===== src/rtl/inst_queue.sv =====
// Fetch-to-decode instruction queue with branch pre-decode and static redirect.
// Define CLAP_CONFIG_STATIC_BTFN_EN to predict backward conditional branches taken.
module inst_queue #(
    parameter int DEPTH = 8,
    parameter int PTR_W = 3
) (
    input  logic        clk,
    input  logic        rstn,
    input  logic        flush,
    input  logic        in_valid,
    output logic        in_ready,
    input  logic [31:0] in_pc,
    input  logic [31:0] in_inst,
    output logic        redirect_valid,
    output logic [31:0] redirect_pc,
    output logic        out_valid,
    input  logic        out_ready,
    output logic [31:0] out_pc,
    output logic [31:0] out_inst,
    output logic [1:0]  out_category,
    output logic        out_pred_taken,
    output logic [31:0] out_pred_pc
);

    localparam int CNT_W = PTR_W + 1;

    typedef struct packed {
        logic [31:0] pc;
        logic [31:0] inst;
        logic [1:0]  cat;
        logic        taken;
        logic [31:0] pred_pc;
    } entry_t;

    typedef enum logic {
        S_RUN,
        S_WAIT
    } state_t;

    state_t             state_q, state_d;
    logic [PTR_W-1:0]   wr_q, wr_d;
    logic [PTR_W-1:0]   rd_q, rd_d;
    logic [CNT_W-1:0]   cnt_q, cnt_d;
    entry_t             mem_q [DEPTH];
    entry_t             mem_d [DEPTH];
    logic [31:0]        rpc_q, rpc_d;
    logic               rv_q, rv_d;

    logic [1:0]  cat;
    logic [3:0]  op4;
    logic [31:0] offset;
    logic [31:0] target;
    logic        take;
    logic        push;
    logic        pop;
    logic        enq;
    entry_t      new_entry;

    // Pre-decode of the incoming fetch word
    always_comb begin
        op4    = in_inst[29:26];
        cat[1] = (in_inst[31:27] == 5'b01010) || (in_inst[31:26] == 6'b010011);
        cat[0] = (in_inst[31:30] == 2'b01)
              && ((op4 == 4'b0011) || ((op4 >= 4'b0110) && (op4 <= 4'b1011)));
        if (cat == 2'b01) begin
            offset = {{14{in_inst[25]}}, in_inst[25:10], 2'b00};
        end else if (cat == 2'b10) begin
            offset = {{4{in_inst[9]}}, in_inst[9:0], in_inst[25:10], 2'b00};
        end else begin
            offset = 32'd4;
        end
        target = in_pc + offset;
`ifdef CLAP_CONFIG_STATIC_BTFN_EN
        take = (cat == 2'b10) || ((cat == 2'b01) && in_inst[25]);
`else
        take = (cat == 2'b10);
`endif
        new_entry.pc      = in_pc;
        new_entry.inst    = in_inst;
        new_entry.cat     = cat;
        new_entry.taken   = take;
        new_entry.pred_pc = take ? target : (in_pc + 32'd4);
    end

    assign in_ready  = (cnt_q != CNT_W'(DEPTH));
    assign out_valid = (cnt_q != '0);
    assign push      = in_valid && in_ready;
    assign pop       = out_valid && out_ready;

    always_comb begin
        state_d = state_q;
        wr_d    = wr_q;
        rd_d    = rd_q;
        cnt_d   = cnt_q;
        mem_d   = mem_q;
        rpc_d   = rpc_q;
        rv_d    = 1'b0;
        enq     = 1'b0;
        if (flush) begin
            wr_d    = '0;
            rd_d    = '0;
            cnt_d   = '0;
            state_d = S_RUN;
        end else begin
            // In WAIT only the redirect target leaves the wrong path
            enq = push && ((state_q == S_RUN) || (in_pc == rpc_q));
            if (enq) begin
                mem_d[wr_q] = new_entry;
                wr_d        = wr_q + PTR_W'(1);
                state_d     = take ? S_WAIT : S_RUN;
                if (take) begin
                    rpc_d = target;
                    rv_d  = 1'b1;
                end
            end
            if (pop) begin
                rd_d = rd_q + PTR_W'(1);
            end
            cnt_d = cnt_q + CNT_W'(enq) - CNT_W'(pop);
        end
    end

    always_ff @(posedge clk or negedge rstn) begin
        if (!rstn) begin
            state_q <= S_RUN;
            wr_q    <= '0;
            rd_q    <= '0;
            cnt_q   <= '0;
            rpc_q   <= '0;
            rv_q    <= 1'b0;
            for (int i = 0; i < DEPTH; i++) begin
                mem_q[i] <= '0;
            end
        end else begin
            state_q <= state_d;
            wr_q    <= wr_d;
            rd_q    <= rd_d;
            cnt_q   <= cnt_d;
            rpc_q   <= rpc_d;
            rv_q    <= rv_d;
            for (int i = 0; i < DEPTH; i++) begin
                mem_q[i] <= mem_d[i];
            end
        end
    end

    assign redirect_valid = rv_q;
    assign redirect_pc    = rpc_q;
    assign out_pc         = mem_q[rd_q].pc;
    assign out_inst       = mem_q[rd_q].inst;
    assign out_category   = mem_q[rd_q].cat;
    assign out_pred_taken = mem_q[rd_q].taken;
    assign out_pred_pc    = mem_q[rd_q].pred_pc;

endmodule


===== config.mk =====
export PLATFORM = sky130hd
export DESIGN_NAME = inst_queue
export DESIGN_NICKNAME = d
export VERILOG_FILES = /design/src/rtl/inst_queue.sv
export SDC_FILE = /design/constraint.sdc
export NUM_CORES = 1
export LEC_CHECK = 0
export ABC_AREA = 1
export CAP_MARGIN = 20
export CORE_ASPECT_RATIO = 1.75
export CORE_UTILIZATION = 34
export DETAILED_ROUTE_END_ITERATION = 6
export PLACE_DENSITY = 0.53
export SYNTH_ARGS = -nofsm -noshare
export SYNTH_HDL_FRONTEND = slang
export SYNTH_SLANG_ARGS = --single-unit

===== constraint.sdc =====
create_clock -name clk -period 3.5 [get_ports clk]
set_input_delay 0.525 -clock clk [delete_from_list [all_inputs] [get_ports clk]]
set_output_delay 0.525 -clock clk [all_outputs]
set_load 0.005 [all_outputs]

==> results of run 1 <==
[final timing paths]
path / to / slack, ns / cells past startpoint
max: out_pred_pc[2] / 0.03 / 11
min: mem_q[676]$_DFFE_PN0P_ / 0.44 / 2
max reg2reg: cnt_q[2]$_DFF_PN0_ / 0.59 / 15
min reg2reg: mem_q[218]$_DFFE_PN0P_ / 0.47 / 2
max in group asynchronous: mem_q[714]$_DFFE_PN0P_ / 1.98 / 4
min in group clk: mem_q[218]$_DFFE_PN0P_ / 0.47 / 2
[sequential cells by signal, indices dropped and copies added, names as in the netlist]
register	count
cnt_q	4
mem_q	776
rd_q	3
redirect_pc	32
redirect_valid	1
state_q	1
wr_q	3
[metal layers]
metal  wire length [microns]  GRT usage, %
met4                    5910          10.5
met2                   73400          41.9
met3                    6760          2.75
met1                   63300          32.3
met5                      10             0
[critical path, stage by stage (launching register included)]
cell           delay [ns]
dfrtp_4              0.49
buf_12               0.17
clkinv_16            0.11
buf_16               0.17
buf_12               0.13
buf_4                0.13
clkbuf_16            0.19
nor2_1               0.05
o22ai_1              0.18
nor2_1               0.08
a31oi_2              0.25
dlygate4sd2_1        0.28
[power by group through the flow]
stage               logic [uW]  clock network, uW  registers (uW)
floorplan                 6510                  0           12900
global placement         11900                  0           13300
detailed placement       12000                  0           13300
CTS                      13200               8990           13200
global route             14700               9330           13500
finish                   13300               8810           13200
[cell usage after synthesis (all sizes together), types with 19 or more instances]
library cell  instances
nand2              1471
o21ai              1059
dfrtp               820
nor2                779
inv                 197
clkbuf              189
buf                 157
a31oi                98
o22ai                97
nand3                56
ha                   38
xnor2                35
xor2                 32
a21oi                26
nand4                24
nor3                 19
[cell families (layout without fill, tap and decap cells)]
logic type | after synthesis | in the layout
compound gates | 1287 | 1287
xor+xnor | 67 | 67
simple gates | 2361 | 2361
flops | 820 | 820
mux | 4 | 4
buf+inv | 545 | 1026
other cells | 0 | 1
fa+ha+maj | 40 | 40
[final cells by class]
| type | instances | area [sq um] | area share [%] |
|---|---|---|---|
| Timing Repair inverter | 1 | 8.76 | 0.0173 |
| Inverter | 199 | 791 | 1.56 |
| Clock buffer | 114 | 2280 | 4.51 |
| Tap cell | 1512 | 1890 | 3.74 |
| Antenna cell | 1 | 2.50 | 0.00494 |
| Multi-Input combinational cell | 3759 | 17400 | 34.3 |
| Timing Repair Buffer | 685 | 7410 | 14.6 |
| Sequential cell | 820 | 20500 | 40.6 |
| Clock inverter | 27 | 319 | 0.630 |
[per-stage QoR]
step | util [%] | TNS [ns]
finish | 43.4 | 0
global route | 43.4 | -0.106
CTS | 42.9 | -0.899
detailed placement | 39.8 | -82.10
global placement | 39.8 | -85.17
floorplan | - | 0
[placed cells by master, fill, tap and decap left out, types with 19 or more instances in the layout]
cell / Yosys / routed
nand2_1: 1470 / 1462
o22ai_1: 97 / 93
a21oi_1: 26 / 26
dfrtp_1: 820 / 818
nand3_1: 56 / 54
o21ai_0: 975 / 973
xnor2_1: 35 / 34
o21ai_1: 82 / 84
buf_12: 1 / 73
dlymetal6s2s_1: 0 / 30
a31oi_2: 0 / 40
clkbuf_16: 0 / 87
nor2_1: 779 / 778
clkdlybuf4s50_1: 0 / 151
xor2_1: 32 / 30
clkbuf_1: 186 / 20
inv_1: 192 / 188
buf_4: 3 / 363
ha_1: 38 / 37
buf_16: 0 / 19
a31oi_1: 98 / 58
[timing repair]
item | in CTS | in global routing
hold buffers | 1 | 0
hold endpoints to repair | 64 | 0
gates resized for setup | 90 | 83
buffers inserted | 20 | 12
pin swaps | 6 | 14
gates cloned | 17 | 6
endpoints found under the setup margin | 99 | 177
==> flow_summary_export.csv, run 1 <==
group,metric,value,unit
timing,min_period,3.47,ns
synth,synth-edff-count,0,
synth,synth_area_per_cell,7.81,sq um
synth,synth_cell_types,38,
power,p_seq_share,37.3,%
global_route,grt_overflow_total,0,
drt,vias,36707,
drt,drt_wl_total,149000,microns
finish,fill_cells,11851,
timing,finalMaxSlewViolations,0,
clocking,path_clk_slew,0.06,ns
synth,synthAdderAreaFrac,1.29,%
timing,timing.final.crit_share,99.1,%
power,peakVddDrop,0.342,mV
global_route,grt_max_degree,87,
place,io_buffers,202,
finish,syn2layout_area_growth,26.5,%
clocking,clock_latency,0.70,ns
clocking,cts_tree,"done",
synth,synth_top_area_cell,"dfrtp_1",
floorplanning,row_count,166,
power,leakage,0.0247,uW
power,clkPwrFrac,24.9,%
synth,netlist_area,0.0400,sq mm
drt,routedWlPerCell,21.0,microns
timing,grt_setup_unrepaired,"yes",
clocking,cts_num_sinks,820,
finish,finalNonFillerCells,7118,
timing,worst_pin_slew,0.920,ns
place,dp_cells,6922,
synth,yosys_most_used_dff,"dfrtp_1",
global_route,grt_pass1_vias,36127,
global_route,antenna_found_initial,3,
synth,ys_top_cells_by_area,"dfrtp_1 51%, nand2_1 14%, o21ai_0 12%, nor2_1 7.3%, inv_1 1.8%",
critical_path,crit_arrival,2.94,ns
place,place_area,0.0464,sq mm
timing,fmax,288,MHz
synth,synth_fp_nets,5233,
finish,fin_area,0.0506,sq mm
timing,setup-violations-final,0,
floorplanning,die-area,0.119,sq mm
power,p_comb_share,37.8,%
floorplanning,core_area,0.117,sq mm
critical_path,crit_path_start,"rd_q[0]$_DFFE_PN0P_",
timing,fin_ws,0.0330,ns
synth,synthCells,5124,
critical_path,critPathKind,"reg2out",
drt,drt_iter0_markers,2697,
timing,hold-worst-slack,0.444,ns
place,dp_hpwl,96300,microns
synth,synth.top_cell.area_share,51.3,%
critical_path,critPathLaunchType,"flop",
floorplanning,io_pins,203,
clocking,cts_buffer_depth,3,
drt,drc_errors,16,
synth,synth_compound_area_share,16.8,%
clocking,root_buffer,"clkbuf_16",
power,p_int,22800,uW
place,routabilityCongestion,0.917,
run,drv_cap,0,
outcome,status,"finished, violations left",
synth,synth_top_family_by_area,"simple AND/OR/NAND/NOR gates",
drt,viasPerCell,5.16,
synth,synth-simple-area-share,22.9,%
timing,slew_headroom,38.7,%
critical_path,cp_max_fo,21,
power,switchingPower,12500,uW
floorplanning,initial_core_util,34.3,%
synth,synthXorXnorAreaFrac,1.47,%
floorplanning,die_w,261,microns
outcome,failed_checks,"design-rule violations",
place,pre_cts_ws,-0.655,ns
power,power_density,698,mW/mm^2
synth,async_flop_share,100,%
critical_path,r2r_start,"redirect_pc[7]$_DFFE_PN0P_",
drt,antenna_left,0,
floorplanning,die_y,456,microns
power,swShare,35.4,%
timing,finalClockSkew,0.0308,ns
clocking,cts.htree.levels,3,
synth,ys_seq_area_share,51.3,%
drt,dr.pass1.iters,7,
synth,synth-seq-cells,820,
critical_path,end_kind,"output pin",
finish,drive_gt1_share,12.3,%
min_path,hold_path_class,"in2async",
synth,yosys_warnings,0,
clocking,cts_buffers,80,
finish,final_nets,5655,
timing,hold_viol_final,0,
power,total_power,35300,uW
global_route,grt_pass1_wl,225000,microns
global_route,globalRouteTotalUtil,25.0,%
synth,synthMuxAreaShare,0.100,%
critical_path,cp.required,2.97,ns
Note: power is estimated with default switching activity, not from simulation.
==> inputs of run 2 (changes only) <==
--- a/config.mk
+++ b/config.mk
@@ -8,9 +8,9 @@
 export ABC_AREA = 1
 export CAP_MARGIN = 20
 export CORE_ASPECT_RATIO = 1.75
-export CORE_UTILIZATION = 34
+export CORE_UTILIZATION = 30
 export DETAILED_ROUTE_END_ITERATION = 6
-export PLACE_DENSITY = 0.53
+export PLACE_DENSITY = 0.47
 export SYNTH_ARGS = -nofsm -noshare
 export SYNTH_HDL_FRONTEND = slang
 export SYNTH_SLANG_ARGS = --single-unit
==> run 2 against run 1 <==
- the run now ends clean
- worst setup slack worse by 0.033 ns
- design area is 1.8% higher
- sequential power hardly changed
- die area is 13% higher
- final cell count is 2.8% higher
- critical path type unchanged
==> flow_summary_export.csv, run 2 (same netlist as run 1, synthesis figures left out) <==
group,metric,value,unit
clocking,cts.htree.levels,3,
place,pre_cts_ws,-0.756,ns
critical_path,crit_slowest_cell,"clkdlybuf4s50_1",
place,dp_cells,7105,
critical_path,reg2reg_depth,16,
finish,final_common_cell,"nand2_1",
outcome,status,"completed",
floorplanning,die_y,485,microns
clocking,cts_num_sinks,820,
floorplanning,io_pins,203,
clocking,path_clk_slew,0.06,ns
finish,finalNonFillerCells,7318,
power,power_density,704,mW/mm^2
finish,largest_reg_flops,776,
critical_path,critical_path.top_delay_family,"buffers and inverters",
drt,routedWlPerCell,21.1,microns
critical_path,rr_endpoint,"cnt_q[2]$_DFF_PN0_",
drt,drt_iter0_markers,2525,
clocking,cts_buffers,85,
timing,grt_setup_unrepaired,"yes",
floorplanning,die_w,278,microns
place,dp_hpwl,101000,microns
min_path,hp-start,"in_inst[27]",
timing,finalClockSkew,0.0253,ns
global_route,gr-usage-met1,29.4,%
min_path,worstHoldEndpoint,"mem_q[755]$_DFFE_PN0P_",
critical_path,path_buf_inv,6,
finish,utilization,39.1,%
timing,worst_pin_slew,0.975,ns
critical_path,reg2reg_slack,0.67,ns
drt,drc_errors,0,
global_route,use_met3,2.59,%
floorplanning,die-area,0.135,sq mm
floorplanning,core_area,0.132,sq mm
min_path,hold_depth,4,
floorplanning,row_count,176,
global_route,busiest_layer,"met2",
timing,fmax,286,MHz
timing,setup-violations-final,0,
clocking,root_buffer,"clkbuf_16",
global_route,grt_pass1_wl,231000,microns
timing,finalMaxSlewViolations,0,
clocking,cts_buffer_depth,3,
drt,viasPerCell,5.03,
global_route,grt_overflow_total,0,
finish,layout_common_cells,"1457 x nand2_1, 974 x o21ai_0, 818 x dfrtp_1",
finish,drive_gt1_share,12.9,%
critical_path,critPathLaunchType,"flop",
min_path,hold_path_class,"in2reg",
clocking,cts_tree,"done",
critical_path,end_kind,"output pin",
finish,final_nets,5673,
timing,slew_headroom,35.0,%
finish,top_register,"mem_q",
global_route,use_met2,38.6,%
place,io_buffers,202,
finish,fill_cells,13685,
run,drv_cap,0,
timing,min_period,3.50,ns
finish,syn2layout_area_growth,28.8,%
critical_path,critPathKind,"reg2out",
timing,fin_ws,0.0000673,ns
critical_path,max_stage_delay,0.53,ns
clocking,clock_latency,0.71,ns
drt,vias,36777,
drt,dr.pass1.iters,6,
floorplanning,initial_core_util,30.3,%
critical_path,cp.required,2.97,ns
drt,drt_wl_total,155000,microns
critical_path,cp_max_fo,10,
global_route,antenna_found_initial,8,
critical_path,r2r_start,"redirect_pc[5]$_DFFE_PN0P_",
power,peakVddDrop,0.448,mV
timing,hold_viol_final,0,
drt,antenna_left,0,
critical_path,cp_cell_sequence,"buf_12, buf_16, buf_16, buf_12, buf_8, o21ai_0, o22ai_1, nor2_1, a31oi_1, clkdlybuf4s50_1",
power,leakage,0.0253,uW
global_route,globalRouteTotalUtil,22.6,%
critical_path,crit_arrival,2.97,ns
place,routabilityCongestion,0.895,
timing,timing.final.crit_share,100,%
global_route,grt_pass1_vias,36105,
global_route,grt_max_degree,94,
run 2: cell types whose count changed in the layout (fill, tap and decap cells not counted), moves of 5 or more:
cell / previous run / this run
buf_12: 73 / 86
clkbuf_16: 87 / 96
buf_8: 4 / 9
a31oi_2: 40 / 46
dlymetal6s2s_1: 30 / 58
clkdlybuf4s50_1: 151 / 124
buf_6: 10 / 17
clkbuf_8: 13 / 23
a31oi_1: 58 / 52
nand2_2: 8 / 13
buf_4: 363 / 347
nand2_1: 1462 / 1457
run 2: how the worst max path moves through the flow:
stage,startpoint,endpoint,slack [ns],depth (start not counted)
final,rd_q[0]$_DFFE_PN0P_,out_inst[11],0.00007,10
after global routing,rd_q[0]$_DFFE_PN0P_,out_pred_pc[29],-0.11,10
after floorplan,in_inst[28],mem_q[121]$_DFFE_PN0P_,0.12,22
after global placement,in_inst[30],mem_q[25]$_DFFE_PN0P_,-0.76,20
after detailed placement,in_inst[28],mem_q[322]$_DFFE_PN0P_,-0.76,21
after CTS,rd_q[0]$_DFFE_PN0P_,out_pc[31],-0.13,9
run 2: metal layers:
metal  part of all wire, %  wire [microns]
met5                 0.032              50
met3                   4.5            7020
met2                    49           75500
met1                    43           67100
met4                   3.1            4860
run 2: where the power goes:
part           switching, uW  internal, uW  leakage (uW)
clock                   4100          5380       0.00140
sequential              1310         11900        0.0110
combinational           7360          6230        0.0129
total                  12800         23500        0.0253
run 2: stage by stage:
stage               area (sq um)  TNS [ns]  power [uW]  hold slack, ns
floorplan                  40000         0       19500           0.229
global placement           46800   -158.94       25600           0.457
detailed placement         46800   -166.46       25700           0.460
CTS                        50700     -2.93       36300           0.477
global route               51500    -0.409       38600           0.433
finish                     51500         0       36200           0.420
run 2: area by class of cell:
cell class	instances	area, sq um	area share, %
multi-input combinational	3759	17400	33.8
tap	1691	2120	4.11
clock inverter	24	343	0.666
timing repair buffer	695	7730	15.0
clock buffer	125	2520	4.89
timing repair inverter	4	45.0	0.0874
inverter	199	806	1.56
sequential	820	20500	39.8
antenna	1	2.50	0.00486
run 2: what timing repair did:
action | in CTS | in global routing
buffers inserted | 24 | 16
gates resized for setup | 95 | 120
gates cloned | 13 | 10
hold buffers | 1 | 0
pin swaps | 12 | 27
endpoints found under the setup margin | 109 | 289
endpoints found under the hold margin | 54 | 0
run 2: worst min-delay path: stages:
cell and delay (ns):
dlymetal6s2s_1 0.17, inv_1 0.10, buf_4 0.19, o21ai_1 0.09
